**config.mk**
```make
export PLATFORM = sky130hd
export DESIGN_NAME = serial_subtractor
export DESIGN_NICKNAME = d
export VERILOG_FILES = /design/src/rtl/serial_subtractor.sv
export SDC_FILE = /design/constraint.sdc
export NUM_CORES = 1
export LEC_CHECK = 0
export CAP_MARGIN = 20
export CORE_MARGIN = 1
export CORE_UTILIZATION = 50
export DETAILED_ROUTE_END_ITERATION = 12
export PLACE_DENSITY = 0.89
export SLEW_MARGIN = 20
export SYNTH_ARGS = -nofsm -noshare
export SYNTH_HDL_FRONTEND = slang
export SYNTH_SLANG_ARGS = --single-unit
export TNS_END_PERCENT = 30
```
**constraint.sdc**
```tcl
create_clock -name clk -period 1.79 [get_ports clk]
set_input_delay 0.179 -clock clk [delete_from_list [all_inputs] [get_ports clk]]
set_output_delay 0.179 -clock clk [all_outputs]
set_load 0.05 [all_outputs]
```
**src/rtl/serial_subtractor.sv**
```systemverilog
// rtl/serial_subtractor.sv - bit-serial subtractor, D = A - B - bin, LSB first
//
// One borrow cell and one borrow flip-flop process a single bit per clock.
// A start/busy/done handshake launches an operation and reports completion.
//
// Ports:
//   clk     rising-edge clock
//   resetn  asynchronous active-low reset
//   start   launch request, sampled only while idle
//   a       minuend, captured on an accepted start
//   b       subtrahend, captured on an accepted start
//   bin     borrow-in, captured on an accepted start
//   busy    high while bits are being shifted through the borrow cell
//   done    one-cycle pulse, d/bout/ovf hold the new result
//   d       difference modulo 2^WIDTH, held until the next result lands
//   bout    borrow-out, 1 when unsigned a < b + bin
//   ovf     two's-complement overflow of a - b - bin

module serial_subtractor #(
    parameter int WIDTH = 4
) (
    input  logic             clk,
    input  logic             resetn,
    input  logic             start,
    input  logic [WIDTH-1:0] a,
    input  logic [WIDTH-1:0] b,
    input  logic             bin,
    output logic             busy,
    output logic             done,
    output logic [WIDTH-1:0] d,
    output logic             bout,
    output logic             ovf
);

    localparam int CW = $clog2(WIDTH);
    localparam logic [CW-1:0] LAST = CW'(WIDTH - 1);

    typedef enum logic [1:0] {
        IDLE  = 2'd0,
        SHIFT = 2'd1,
        DONE  = 2'd2
    } state_t;

    state_t state, state_next;

    logic [WIDTH-1:0] sa;       // remaining minuend bits, consumed from bit 0
    logic [WIDTH-1:0] sb;       // remaining subtrahend bits
    logic [WIDTH-1:0] res;      // difference bits enter at the MSB and move down
    logic             br;       // borrow into the bit being processed
    logic [CW-1:0]    cnt;      // index of the bit being processed

    logic             x, y;
    logic             dbit;
    logic             br_next;
    logic             last;

    // Full-subtractor cell.
    always_comb begin
        x       = sa[0];
        y       = sb[0];
        dbit    = x ^ y ^ br;
        br_next = (~x & y) | (~(x ^ y) & br);
        last    = (cnt == LAST);
    end

    always_ff @(posedge clk or negedge resetn) begin
        if (!resetn) begin
            state <= IDLE;
        end else begin
            state <= state_next;
        end
    end

    always_comb begin
        state_next = state;
        unique case (state)
            IDLE:    if (start) state_next = SHIFT;
            SHIFT:   if (last)  state_next = DONE;
            DONE:    state_next = IDLE;
            default: state_next = IDLE;
        endcase
    end

    assign busy = (state == SHIFT);
    assign done = (state == DONE);

    always_ff @(posedge clk or negedge resetn) begin
        if (!resetn) begin
            sa   <= '0;
            sb   <= '0;
            res  <= '0;
            br   <= 1'b0;
            cnt  <= '0;
            d    <= '0;
            bout <= 1'b0;
            ovf  <= 1'b0;
        end else begin
            case (state)
                IDLE: begin
                    if (start) begin
                        sa  <= a;
                        sb  <= b;
                        br  <= bin;
                        cnt <= '0;
                    end
                end
                SHIFT: begin
                    sa  <= sa >> 1;
                    sb  <= sb >> 1;
                    br  <= br_next;
                    res <= {dbit, res[WIDTH-1:1]};
                    cnt <= cnt + 1'b1;
                    // On the MSB cycle br is the borrow into the sign bit, so
                    // overflow is that borrow XOR the borrow leaving the MSB.
                    // Results are published as the FSM enters DONE.
                    if (last) begin
                        d    <= {dbit, res[WIDTH-1:1]};
                        bout <= br_next;
                        ovf  <= br ^ br_next;
                    end
                end
                default: ;
            endcase
        end
    end

endmodule

```
==> metrics.md, run 1 <==
| Metric | Value |
|---|---|
| Syn avg cell area | ~13 µm² |
| Combinational share of power | about half |
| FFs w/ async S/R, synth | 100% |
| DRC | 0 |
| Drt pass-1 iters | 4 |
| Final setup violation count | 0 |
| Max-slew violations | 0 |
| DR WL/cell | 15.8 µm |
| Largest net degree at the start of global routing | 23 |
| Max clock buf depth | 2 |
| F_max | approximately 600 MHz |
| PnR Total Power | 2.56 mW |
| Worst path required time | between 1.5 and 2 ns |
| First-pass GRT wire length | 3390 µm |
| Internal power | around 1.5 mW |
| Gr usage total | 22.2% |
| Worst-margin pin slew | a little under 0.5 ns |
| DRT iter0 DRCs | 30 |
| P_sw | ~1.1 mW |
| CTS tree | done |
| Final hold vios | 0 |
| Min-Delay Path Class | input port to async pin |
| Post-synthesis cell count | 80 |
| Post-route ant nets | 0 |
| Worst slew margin | 67.2% |
| Sequential area share after synthesis | 52.3% |
| IO Pins | 20 |
| Later-pin clock latency in the skew report | ~0.32 ns |
| Period minus WS final | between 1.5 and 2 ns |
| Worst Path Arrival | around 1.5 ns |
| DP HPWL | about 1500 µm |
| Final #Nets | about 120 |
| Power density over cell area | approximately 1900 nW/µm² |
| Commonest cells post-synth | dfrtp_1, mux2_2, inv_1, nor3b_1, nor4b_1 |
| R2R depth | 3 |
| Max VDD drop | 1390 µV |
| Die Y-Extent | between 40 and 50 µm |
| Total CTS buffers | 3 |
| GR Overflow Total | 0 |
| Die area | between 2000 and 2500 µm² |
| Period utilisation layout | ~93% |
| Initial Utilization | a little over half |
| CTS root buf | clkbuf_4 |
| Chip width | roughly 48 µm |
| Clock Sinks | 22 |
| Post-CTS Setup Repair Bufs | 0 |
| Initial antenna violation count | 0 |
| Fillers | around 170 |
| Share of the synthesized area in the top cell type | about 52% |
| Mapped Area | approximately 1100 µm² |
| Leakage power | approximately 0.60 nW |
| Register bit total from synthesis | 22 |
| Placeable Area | between 1500 and 2000 µm² |
| Area grow syn2layout | 26.4% |
| MaxCap Viol Count | 0 |
| CP startpoint kind | flip-flop |
| Max incr delay on CP | 0.80 ns |
| Row count | 16 |
| Net Count, Synth | 94 |
| Ant. Diodes | 0 |
| Status | complete, no violations |
| RSZ-0062 raised after global routing | false |
| Post-Place Cells | 125 |
| Crit Path Class | flip-flop to output port |
| Via/cell ratio | 5.66 |
| Net Sw Frac | 41.0% |
| Critical path buffers and inverters | 1 |
| H-tree depth | 1 |
| Finished Layout Cells | roughly 130 |
| Sequential share of power | between 30 and 40% |
| Share of total power in the clock network | between 10 and 15% |
| GPL Wtd Cong | 0.796 |
| Post-synthesis cell type count | 25 |
| Clock Skew | ~0.011 ns |
| Setup TNS | 0 ns |
| Endpoint class of the critical path | output port |
| Total number of vias | between 700 and 800 |
| Worst-path clk slew | about 0.12 ns |
| Yosys top cell by area | dfrtp_1 |
| Post-synth EDFFs | 0 |
| Crit path max fanout | 2 |
| Slowest-stage cell, CP | clkdlybuf4s50_1 |
| Ys flop type | dfrtp_1 |
| Final WL | approximately 2000 µm |
| Top delay family on crit path | buffers and inverters |
| Synth top area cells | dfrtp_1, mux2_2, nor3b_1 |
| CP Cell Sequence | clkdlybuf4s50_1 |
| Port bufs | 19 |
| Share of cells above drive strength 1 | between 20% and 30% |
| Worst reg2reg setup slack | 0.38 ns |
| Vias in the first global route | slightly above 700 |
| Yosys Warn Count | 0 |
| Top-count cell post-synth | dfrtp_1 |
| CTS Hold Bufs | 0 |
| Crit path depth | 1 |
==> kinds of logic (layout without fill, tap and decap cells) <==
kind of cell	Yosys count	after routing	synth area share, %
buffers and inverters	13	35	6.54
XOR/XNOR	1	1	0.832
adder cells (fa/ha/maj)	2	2	3.09
flip-flops	22	22	52.3
AND/OR/NAND/NOR	19	19	15.9
multiplexers	10	10	10.5
AO/OA/AOI/OAI	13	13	10.8
==> area by class of cell <==
type	count	area, µm²	area share, %
multi-input combinational	45	433	32.5
sequential	22	553	41.6
inverter	7	26.3	1.98
timing repair buffer	24	248	18.6
clock buffer	4	36.3	2.73
tap	27	33.8	2.54
==> path summary, 6_finish.rpt <==
| path | from | end |
|---|---|---|
| setup / recovery | d[1]$_DFFE_PN0P_ | d[1] |
| hold / removal | resetn | d[0]$_DFFE_PN0P_ |
| setup reg to reg | sa[0]$_DFFE_PN0P_ | ovf$_DFFE_PN0P_ |
| hold reg to reg | cnt[0]$_DFFE_PN0P_ | cnt[0]$_DFFE_PN0P_ |
| max in group asynchronous | resetn | state[0]$_DFFE_PN0P_ |
| min in group clk | cnt[0]$_DFFE_PN0P_ | cnt[0]$_DFFE_PN0P_ |
==> worst reg2reg max path, delay by kind of cell, from the launching register on <==
kind | cells | cell delay (ns)
adders and majority gates | 1 | 0.49
DFF | 1 | 0.43
muxes | 1 | 0.25
xor gates and xnor gates | 1 | 0.15
==> placed cells by master (no fill, tap or decap), types with 2 or more instances in the layout <==
master	Yosys	routed
o221a_2	3	3
dfrtp_1	22	20
clkbuf_4	0	3
nand2b_1	3	3
nor4b_1	4	4
buf_4	0	5
inv_1	7	7
buf_12	0	2
clkdlybuf4s50_1	0	17
nor3b_1	5	5
or4b_1	3	3
mux2_2	8	8
a211oi_1	3	3
dfrtp_2	0	2
mux2i_1	2	2
nor4bb_1	2	2
a211o_1	2	2
==> power by group through the flow <==
stage,Clock (mW),Sequential [mW],Combinational [mW]
after floorplan,0,1.11,0.772
after global placement,0,0.935,1.30
after detailed placement,0,0.957,1.34
after CTS,0.280,0.952,1.34
after global routing,0.301,0.994,1.45
final,0.276,0.958,1.33
==> routing by layer <==
layer | routed length [µm] | vias to the layer above | global-route usage [%]
met3 | 70 | 6 | 5.28
met2 | 984 | 22 | 33.0
met1 | 932 | 367 | 31.2
met5 | 0 | - | 0
li1 | - | 335 | -
met4 | 52 | 0 | 9.44
==> state kept, by name, summed over array words and instances (netlist names) <==
name,flops
ovf,1
state,2
d,4
sa,4
sb,4
bout,1
cnt,2
res,3
br,1
==> repair_timing <==
action / CTS / global route
hold endpoints to repair: 0 / 0
setup endpoints to repair: 0 / 1
resized for setup: 0 / 2
==> metrics by stage <==
| stage | hold slack (ns) | util, % | instance area, µm² | worst slack [ns] |
|---|---|---|---|---|
| 2_1_floorplan | -0.117 | - | 1050 | 0.259 |
| 3_3_place_gp | 0.479 | 65.8 | 1290 | 0.318 |
| 3_5_place_dp | 0.483 | 65.8 | 1290 | 0.255 |
| 4_1_cts | 0.200 | 67.7 | 1330 | 0.0130 |
| 5_1_grt | 0.207 | 67.8 | 1330 | 0.0434 |
| 6_report | 0.192 | 67.8 | 1330 | 0.124 |
Note: power is estimated with default switching activity, not from simulation.
==> inputs of run 2 (changes only) <==
ABC_AREA = 1   (was default)
GPL_TIMING_DRIVEN = 0   (was default)
==> run 2 against run 1 <==
  * First-iteration DRC count down 40%
  * Sequential cell count unchanged
  * Utilization down 0.31 points
  * Critical path depth up 3
  * Global-route usage down 2.8 points
  * Power down 0.47%
  * Non-clock buffer count down 2
  * Sequential power down 8.7%
  * Worst setup slack worse by 0.031 ns
==> metrics.md, run 2 <==
| Metric | Value |
|---|---|
| Worst r2r dst | ovf$_DFFE_PN0P_ |
| Worst Path Arrival | 1.52 ns (+0.03 ns) |
| Yosys Warn Count | 0 (unchanged) |
| CTS root buf | clkbuf_4 |
| Setup TNS | 0 ns (unchanged) |
| F_max | 589 MHz (-1.8%) |
| Final WL | 1930 µm (-5.5%) |
| Max VDD drop | 994 µV (-28%) |
| Max incr delay on CP | 0.49 ns (-0.31 ns) |
| Placeable Area | 1980 µm² (+1.0%) |
| Worst reg2reg setup slack | 0.53 ns (+0.15 ns) |
| Crit Path Class | flip-flop to output port |
| RSZ-0062 raised after global routing | false |
| Crit path max fanout | 10 (+8) |
| Sequential area share after synthesis | 51.2% (-1.1 points) |
| Chip width | 48.4 µm (+1.0%) |
| Commonest non-fill, non-tap cell in the layout | nand2_1 |
| Final hold vios | 0 (unchanged) |
| Initial Utilization | 54.2% (+0.59 points) |
| Fillers | 171 (+1.2%) |
| Critical path buffers and inverters | 3 (+2) |
| CTS Hold Bufs | 0 (unchanged) |
| Multi-input logic area | 402 µm² (-7.2%) |
| Share of cells above drive strength 1 | 11.5% (-14 points) |
| Later-pin clock latency in the skew report | 0.31 ns (about the same) |
| Endpoint class of the critical path | output port |
| Worst slew margin | 36.6% (-31 points) |
| Port bufs | 19 (unchanged) |
| Mapped Area | 1070 µm² (+2.1%) |
| Final #Nets | 163 (+39%) |
| H-tree depth | 1 (unchanged) |
| Clock Skew | 0.00523 ns (-0.00593 ns) |
| DR WL/cell | 11.0 µm (-30%) |
| Final setup violation count | 0 (unchanged) |
| Commonest cells post-synth | nand2_1, dfrtp_1, inv_1, nand3_1, o21ai_0 |
| Net Sw Frac | 46.1% (+5.1 points) |
| CP Cell Sequence | inv_2 -> buf_6 -> nor2_1 -> clkdlybuf4s15_2 |
| Min-Delay Path Class | input port to async pin |
| Total number of vias | 844 (+16%) |
| Top-count cell post-synth | nand2_1 |
| Worst path required time | 1.61 ns (about the same) |
| Combinational share of power | 55.0% (+3.1 points) |
| CP startpoint kind | flip-flop |
| Share of total power in the clock network | 10.7% (about the same) |
| First-pass GRT wire length | 3460 µm (+2.0%) |
| GR Overflow Total | 0 (unchanged) |
| Vias in the first global route | 787 (+11%) |
| Largest regs | d x4, sa x4, sb x4 |
| Via/cell ratio | 4.82 (-15%) |
| Worst-margin pin slew | 0.949 ns (+0.457 ns) |
| Post-route ant nets | 0 (unchanged) |
| CTS tree | done |
| R2R depth | 4 (+1) |
| Leakage power | 0.694 nW (+15%) |
| Largest net degree at the start of global routing | 23 (unchanged) |
| Post-synthesis cell count | 125 (+56%) |
| Period utilisation layout | 94.8% (+1.7 points) |
| Initial antenna violation count | 0 (unchanged) |
| Net Count, Synth | 139 (+48%) |
| Max clock buf depth | 2 (unchanged) |
| Top delay family on crit path | buffers and inverters |
| Worst-path clk slew | 0.12 ns (about the same) |
| Status | complete, no violations |
| Register bit total from synthesis | 22 (unchanged) |
| Post-CTS Setup Repair Bufs | 0 (unchanged) |
| Slowest-stage cell, CP | dfrtp_1 |
| DRC | 0 (unchanged) |
| Sequential share of power | 34.3% (-3.0 points) |
| PnR worst setup slack | 0.0929 ns (-0.0307 ns) |
| Die Y-Extent | 48.4 µm (+1.0%) |
| P_sw | 1.18 mW (+12%) |
| Area grow syn2layout | 24.4% |
| Power density over cell area | 1910 nW/µm² (-1.0%) |
| Post-synth EDFFs | 0 (unchanged) |
| Gr usage total | 19.4% (-2.8 points) |
| Register area | 551 µm² (-0.45%) |
| GPL Wtd Cong | 0.787 (-1.2%) |
| MaxCap Viol Count | 0 (unchanged) |
| Most frequent cells in the layout | nand2_1, dfrtp_1, inv_1 |
| Yosys top cell by area | dfrtp_1 |
| Ant. Diodes | 0 (unchanged) |
| Setup WS pre-CTS | 0.0441 ns (-0.211 ns) |
| IO Pins | 20 (unchanged) |
| FFs w/ async S/R, synth | 100% (unchanged) |
| R2r startpoint | sa[0]$_DFFE_PN0P_ |
| DP HPWL | 1420 µm (-2.6%) |
| Syn avg cell area | 8.60 µm² (-35%) |
| DRT iter0 DRCs | 18 (-40%) |
| Internal power | 1.38 mW (-9.0%) |
| Clock Sinks | 22 (unchanged) |
| Share of the synthesized area in the top cell type | 51.2% (-1.1 points) |
| Total CTS buffers | 3 (unchanged) |
| Row count | 16 (unchanged) |
| Period minus WS final | 1.70 ns (+0.0307 ns) |
| Ys flop type | dfrtp_1 |
| Drt pass-1 iters | 4 (unchanged) |
| Post-synthesis cell type count | 19 (-24%) |
| Die area | 2340 µm² (+2.1%) |
| Max-slew violations | 0 (unchanged) |
| Synth top area cells | dfrtp_1, nand2_1, inv_1 |
-- run 2: changes by cell type in the layout (fill, tap and decap cells not counted), sizes merged, moves of 4 or more --
cell	before	now
nor4b	4	0
nor2	0	4
mux2	8	0
o21ai	0	11
buf	7	3
inv	7	23
nand3	0	15
nand2	0	43
nor3b	5	0
-- run 2: layout make-up --
cell class                      instances  share of cell area, %
Multi-Input combinational cell         77                   30.0
Inverter                               23                   6.64
Tap cell                               27                   2.53
Timing Repair Buffer                   19                   14.4
Buffer                                  3                   2.53
Clock buffer                            4                   2.71
Sequential cell                        22                   41.2
-- run 2: power by group through the flow --
stage / clock network (mW) / logic (mW) / registers [mW]
CTS: 0.277 / 1.42 / 0.877
finish: 0.273 / 1.40 / 0.875
floorplan: 0 / 0.872 / 1.06
global placement: 0 / 1.37 / 0.871
detailed placement: 0 / 1.42 / 0.887
global route: 0.306 / 1.57 / 0.898
-- run 2: how the worst max path moves through the flow --
stage | slack [ns] | depth (start not counted) | start | end
after detailed placement | 0.04 | 4 | state[1]$_DFFE_PN0P_ | done
after CTS | 0.09 | 4 | state[1]$_DFFE_PN0P_ | done
final | 0.09 | 4 | state[1]$_DFFE_PN0P_ | done
after global placement | 0.04 | 4 | state[1]$_DFFE_PN0P_ | done
after floorplan | 0.30 | 3 | state[1]$_DFFE_PN0P_ | done
after global routing | 0.03 | 4 | state[1]$_DFFE_PN0P_ | done
-- run 2: kinds of logic (layout without fill, tap and decap cells) --
kind of cell / count (synthesis) / in the layout / synth area share [%]
AND/OR/NAND/NOR: 62 / 62 / 26.5
buffers and inverters: 26 / 49 / 11.4
flip-flops: 22 / 22 / 51.2
AO/OA/AOI/OAI: 12 / 12 / 6.98
adder cells (fa/ha/maj): 2 / 2 / 3.03
XOR/XNOR: 1 / 1 / 0.815
-- run 2: routing by layer --
layer | up-vias | track usage, % | wire, µm
met3 | 4 | 2.83 | 79
met5 | - | 0 | 0
met2 | 29 | 34.3 | 989
li1 | 426 | - | -
met1 | 385 | 23.4 | 813
met4 | 0 | 8.82 | 44
-- run 2: through the flow --
step | util, % | instances | power (mW) | cell area, µm² | hold slack (ns)
floorplan | - | 125 | 1.93 | 1070 | -0.117
global placement | 65.5 | 171 | 2.24 | 1300 | 0.458
detailed placement | 65.5 | 171 | 2.30 | 1300 | 0.465
CTS | 67.5 | 175 | 2.57 | 1340 | 0.405
global route | 67.5 | 175 | 2.77 | 1340 | 0.430
finish | 67.5 | 175 | 2.55 | 1340 | 0.382
-- run 2: repair_timing --
item / CTS / global route
gates resized for setup: 6 / 0
hold endpoints to repair: 0 / 0
setup endpoints to repair: 2 / 0
